[src/rtl/beat_grid_scheduler.sv]
// Beat grid raster tracker: maps the VGA raster onto a 4x16 grid of 35x35
// cells, drives sprite ROM address/select and runs the playhead tempo.
//
// Ports:
//   vga_clk, Reset          pixel clock, synchronous active-high reset
//   DrawX, DrawY, blank     raster position and active-video flag
//   run, frames_per_step    tempo control (0 frames treated as 1)
//   pattern                 step enables, bit index row*16+col
//   rom_address, sprite_sel sprite ROM address and instrument select
//   in_grid, step_on        pixel inside grid, pattern bit of its cell
//   playhead_hit            cell column equals playhead
//   playhead, step_pulse    current step and one-cycle advance pulse
module beat_grid_scheduler #(
  parameter int X0   = 40,
  parameter int Y0   = 100,
  parameter int CELL = 35,
  parameter int COLS = 16,
  parameter int ROWS = 4
) (
  input  logic        vga_clk,
  input  logic        Reset,
  input  logic [9:0]  DrawX,
  input  logic [9:0]  DrawY,
  input  logic        blank,
  input  logic        run,
  input  logic [5:0]  frames_per_step,
  input  logic [63:0] pattern,
  output logic [10:0] rom_address,
  output logic [1:0]  sprite_sel,
  output logic        in_grid,
  output logic        step_on,
  output logic        playhead_hit,
  output logic [3:0]  playhead,
  output logic        step_pulse
);

  localparam logic [9:0]  X0_V     = 10'(X0);
  localparam logic [9:0]  Y0_V     = 10'(Y0);
  localparam logic [5:0]  CELL_M1  = 6'(CELL - 1);
  localparam logic [10:0] CELL_V   = 11'(CELL);
  localparam logic [3:0]  COL_LAST = 4'(COLS - 1);
  localparam logic [1:0]  ROW_LAST = 2'(ROWS - 1);

  logic        x_valid;
  logic [3:0]  col;
  logic [5:0]  xoff;
  logic        y_valid;
  logic [1:0]  row;
  logic [5:0]  yoff;
  logic [10:0] ybase;
  logic        blank_q;
  logic [5:0]  frame_cnt;
  logic        frame_tick;
  logic [5:0]  fps_term;

  assign frame_tick = (DrawX == 10'd0) && (DrawY == 10'd0);
  assign fps_term   = (frames_per_step == 6'd0) ? 6'd0
                                                : frames_per_step - 6'd1;

  // Horizontal cell tracking; crossing X0 again restarts the line.
  always_ff @(posedge vga_clk) begin
    if (Reset) begin
      x_valid <= 1'b0;
      col     <= '0;
      xoff    <= '0;
      blank_q <= 1'b0;
    end else begin
      blank_q <= blank;
      if (DrawX == X0_V) begin
        x_valid <= 1'b1;
        col     <= '0;
        xoff    <= '0;
      end else if (x_valid) begin
        if (xoff == CELL_M1) begin
          xoff <= '0;
          col  <= col + 4'd1;
          if (col == COL_LAST)
            x_valid <= 1'b0;
        end else begin
          xoff <= xoff + 6'd1;
        end
      end
    end
  end

  // Vertical tracking advances once per line, at DrawX==0.
  // ybase carries yoff*CELL so no multiplier is needed.
  always_ff @(posedge vga_clk) begin
    if (Reset) begin
      y_valid <= 1'b0;
      row     <= '0;
      yoff    <= '0;
      ybase   <= '0;
    end else if (DrawX == 10'd0) begin
      if (DrawY == Y0_V) begin
        y_valid <= 1'b1;
        row     <= '0;
        yoff    <= '0;
        ybase   <= '0;
      end else if (y_valid) begin
        if (yoff == CELL_M1) begin
          yoff  <= '0;
          ybase <= '0;
          row   <= row + 2'd1;
          if (row == ROW_LAST)
            y_valid <= 1'b0;
        end else begin
          yoff  <= yoff + 6'd1;
          ybase <= ybase + CELL_V;
        end
      end
    end
  end

  // Tempo: playhead only moves on the frame tick, never mid-frame.
  always_ff @(posedge vga_clk) begin
    if (Reset) begin
      frame_cnt  <= '0;
      playhead   <= '0;
      step_pulse <= 1'b0;
    end else if (!run) begin
      frame_cnt  <= '0;
      step_pulse <= 1'b0;
    end else begin
      step_pulse <= 1'b0;
      if (frame_tick) begin
        if (frame_cnt == fps_term) begin
          frame_cnt  <= '0;
          playhead   <= playhead + 4'd1;
          step_pulse <= 1'b1;
        end else begin
          frame_cnt <= frame_cnt + 6'd1;
        end
      end
    end
  end

  always_comb begin
    in_grid      = x_valid & y_valid & blank_q;
    rom_address  = '0;
    sprite_sel   = '0;
    step_on      = 1'b0;
    playhead_hit = 1'b0;
    if (in_grid) begin
      rom_address  = ybase + {5'd0, xoff};
      sprite_sel   = row;
      step_on      = pattern[{row, col}];
      playhead_hit = (col == playhead);
    end
  end

endmodule
[config.mk]
export PLATFORM = sky130hd
export DESIGN_NAME = beat_grid_scheduler
export DESIGN_NICKNAME = d
export VERILOG_FILES = /design/src/rtl/beat_grid_scheduler.sv
export SDC_FILE = /design/constraint.sdc
export NUM_CORES = 1
export LEC_CHECK = 0
export BUFFER_PORTS_ARGS = -buffer_cell sky130_fd_sc_hd__buf_2
export CAP_MARGIN = 10
export CELL_PAD_IN_SITES_DETAIL_PLACEMENT = 0
export CELL_PAD_IN_SITES_GLOBAL_PLACEMENT = 1
export CORE_UTILIZATION = 39
export CTS_CLUSTER_DIAMETER = 30
export DETAILED_ROUTE_END_ITERATION = 8
export HOLD_SLACK_MARGIN = 0.05
export PLACE_DENSITY = 0.81
export SYNTH_ARGS = -nofsm -noshare
export SYNTH_HDL_FRONTEND = slang
export SYNTH_SLANG_ARGS = --single-unit
export TNS_END_PERCENT = 1
[constraint.sdc]
create_clock -name vga_clk -period 5.2 [get_ports vga_clk]
set_clock_uncertainty 0.05 [all_clocks]
set_input_delay 0.52 -clock vga_clk [delete_from_list [all_inputs] [get_ports vga_clk]]
set_output_delay 0.52 -clock vga_clk [all_outputs]
set_load 0.02 [all_outputs]
==> impl_results.md <==
- Status: finished clean
- Maximum vdd drop: about 120 uV
- Minimum clock period: 3.30 ns
- Area grow syn2layout: 23.5%
- PostCTS Resize Cnt: 0
- Inst Count DP: about 550
- Register area share after synthesis: 27.3%
- CP Depth: 7
- Critical path destination: step_on
- Synth Warn #: 0
- Die X: about 92 um
- # IOs: 115
- Layout Cells excl Fill: ~560
- Sequential cell area: 861 um2
- Int Pwr: 0.467 mW
- PwrDens: approximately 160 nW/um2
- Initial core utilization: between 40% and 50%
- Max Slew Vio Count: 0
- CP max stage cell: dfxtp_1
- Data arrival, critical path: ~2.7 ns
- Core Region: ~7800 um2
- # clock sinks: 43
- Crit path kind: flop to output port
- DR vias: slightly below 3000
- Routed WL: just under 8000 um
- Worst hold path type: input pin to flop
- Setup Viol. Count Final: 0
- R2R Setup Slk: 3.17 ns
- R2r endpoint: yoff[4]
- Rel. slew slack: 35.2%
- RSZ-0062 raised after global routing: no
- Peak Freq: between 300 and 400 MHz
- Worst-path clk slew: ~0.090 ns
- FF+latch count, synth: 43
- Port-buffer cells: about 110
- Gate Count Post-Synth: between 300 and 400
- CP Max Fanout: 13
- 1st-pass router iterations: 4
- Clock power share: about a third
- Total congestion overflow: 0
- DRT iter0 DRCs: roughly 130
- Max-cap violation count: 0
- Ant. Diodes: 0
- Slew @ Worst Pin: between 0.9 and 1 ns
- Net Sw Frac: between 20% and 30%
- Largest net degree at the start of global routing: 21
- Chip height: ~92 um
- Vias per inst: around 5.2
- Worst reg2reg startpoint: yoff[0]
- Initial antenna violation count: 0
- Clock latency on the worst-skew pair: 0.29 ns
- Fill cells: 768
- Syn avg cell area: between 8 and 9 um2
- Nets: 571
- Switching power: roughly 0.15 mW
- CP Launch Point: col[0]
- Top Family by Delay on Critical Path: multiplexers
- Net Count, Synth: 464
- Residual DRC: 0
- Setup TNS: 0 ns
- Combinational Power Share: approximately 12%
- CP Data Required Time: about 4.6 ns
- Asr flop ratio synth: 0%
- Wire length per cell: ~14 um
- Clock Tree Buf Depth: 2
- Post-synthesis cell type count: 50
- Dpl hpwl: about 6200 um
- CTS Hold Bufs: 0
- Clk root buf: clkbuf_8
- Worst setup SP type: flop
- Buffer and inverter count on the worst path: 2
- Post-CTS Setup Bufs: 0
- Row count: 32
- Leak Pwr: 1.62 nW
- Flop pwr share: 53.6%
- GP Congestion: between 0.8 and 0.9
- Final hold violations: 0
- R2R depth: 8
- Final ANT Viol Nets: 0
- Synth Cell Area: between 3000 and 4000 um2
- Fin crit share: between 60% and 70%
- Worst Setup End Kind: output port
- Crit path cell chain: buf_16 > mux4_2 > mux4_2 > mux2_2 > nand2_1 > o31ai_1 > buf_2
- Most used cell, CP: mux4_2
- First-pass GRT wire length: approximately 13000 um
- Vias in the first global route: around 2800
- Main synth FF type: dfxtp_1
- Biggest cell delay along the critical path: approximately 0.69 ns
- Gr usage total: 19.0%
- Htree depth: 2
- Number of buffers created by CTS: 5
- Total die area: between 8000 and 9000 um2
- Area of the multi-input gates: between 2000 and 2500 um2
- Ratio of cells with drive above 1 in the final layout: 33.4%
- CTS tree: built
- Post-synth EDFFs: 0
-- cells in the final DEF (no fill, tap or decap), types with 2 or more instances in the layout --
| cell type | count |
|---|---|
| nor2_1 | 59 |
| or2_2 | 3 |
| o311ai_1 | 2 |
| or3_1 | 2 |
| o41ai_1 | 3 |
| mux2i_1 | 5 |
| a211oi_1 | 2 |
| nor2b_1 | 4 |
| mux4_2 | 20 |
| xnor2_1 | 21 |
| xor2_1 | 21 |
| o21ai_0 | 10 |
| o21bai_1 | 2 |
| dfxtp_1 | 43 |
| and3_1 | 5 |
| ha_1 | 16 |
| nor3b_1 | 2 |
| nor4_2 | 2 |
| buf_2 | 114 |
| a21o_1 | 2 |
| nand2_1 | 21 |
| a31oi_1 | 2 |
| nand4_1 | 9 |
| or4b_1 | 2 |
| nor4_1 | 2 |
| nand3_1 | 10 |
| and2_1 | 7 |
| o31ai_1 | 2 |
| clkbuf_8 | 5 |
| inv_1 | 14 |
| nor3_1 | 12 |
| a21oi_1 | 13 |
| or4_1 | 2 |
| a22oi_1 | 4 |
-- metal layers --
metal | vias up | track usage (%) | wire, um
met1 | 1381 | 23.2 | 3450
met2 | 59 | 32.9 | 3800
li1 | 1483 | - | -
met5 | - | 0 | 0
met4 | 0 | 6.12 | 146
met3 | 13 | 4.31 | 322
-- layout make-up --
class	instances	share of cell area, %
clock buffer	6	1.86
clock inverter	2	0.321
inverter	14	1.35
multi-input combinational	281	55.8
sequential	43	22.1
tap	102	3.27
timing repair buffer	115	15.3
-- kinds of logic after synthesis --
kind of cell | Yosys count | share of synthesized area [%]
and+or+nand+nor | 147 | 23.3
AOI/OAI and AO/OA | 49 | 10.7
DFF | 43 | 27.3
xor gates and xnor gates | 42 | 11.7
buffers and inverters | 29 | 3.85
muxes | 26 | 16.2
adders and majority gates | 17 | 6.98
-- sequential cells by signal, summed over array words and instances, names as in the netlist --
signal,count
ybase,11
frame_cnt,6
xoff,6
yoff,6
col,4
playhead,4
row,2
blank_q,1
step_pulse,1
x_valid,1
y_valid,1
-- synthesized netlist by cell type, types with 3 or more instances --
library cell   n  share of area (%)
dfxtp_1       43                 27
and3_1         5               0.99
o21ai_0       10                1.6
ha_1          16                6.3
nor2_1        59                7.0
o41ai_1        3               0.83
nand4_1        9                1.8
xor2_1        21                5.8
a22oi_1        4               0.95
mux2i_1        5                1.6
clkbuf_1       8               0.95
mux4_2        20                 14
inv_1         14                1.7
nor3_1        12                1.9
and2_1         7                1.4
nand3_1       10                1.6
nand2_1       21                2.5
xnor2_1       21                5.8
nor2b_1        4               0.79
or2_2          3               0.59
a21oi_1       13                2.1
buf_2          4               0.63
-- how the worst min path moves through the flow --
stage	cells past startpoint	endpoint	slack [ns]	startpoint
2_1_floorplan	2	yoff[5]	0.43	yoff[5]
3_3_place_gp	2	playhead[3]	0.46	playhead[3]
3_5_place_dp	2	ybase[10]	0.47	ybase[10]
4_1_cts	2	blank_q	0.40	blank
5_1_grt	2	blank_q	0.40	blank
6_report	2	blank_q	0.40	blank
-- power by group through the flow --
stage	clock, mW	sequential, mW	combinational (mW)
floorplan	0	0.337	0.0323
global placement	0	0.337	0.0745
detailed placement	0	0.337	0.0762
CTS	0.215	0.329	0.0765
global route	0.230	0.330	0.0838
finish	0.210	0.329	0.0762
-- per-stage QoR --
| stage | area [um2] | setup WS (ns) | hold slack, ns | utilization [%] | power (mW) |
|---|---|---|---|---|---|
| after global placement | 3780 | 1.92 | 0.456 | 48.7 | 0.412 |
| final | 3900 | 1.90 | 0.399 | 50.2 | 0.615 |
| after floorplan | 3160 | 2.46 | 0.434 | - | 0.370 |
| after CTS | 3870 | 1.50 | 0.400 | 49.8 | 0.621 |
| after global routing | 3900 | 1.71 | 0.403 | 50.2 | 0.643 |
| after detailed placement | 3780 | 1.84 | 0.466 | 48.7 | 0.414 |
(Power assumes the default switching activity.)
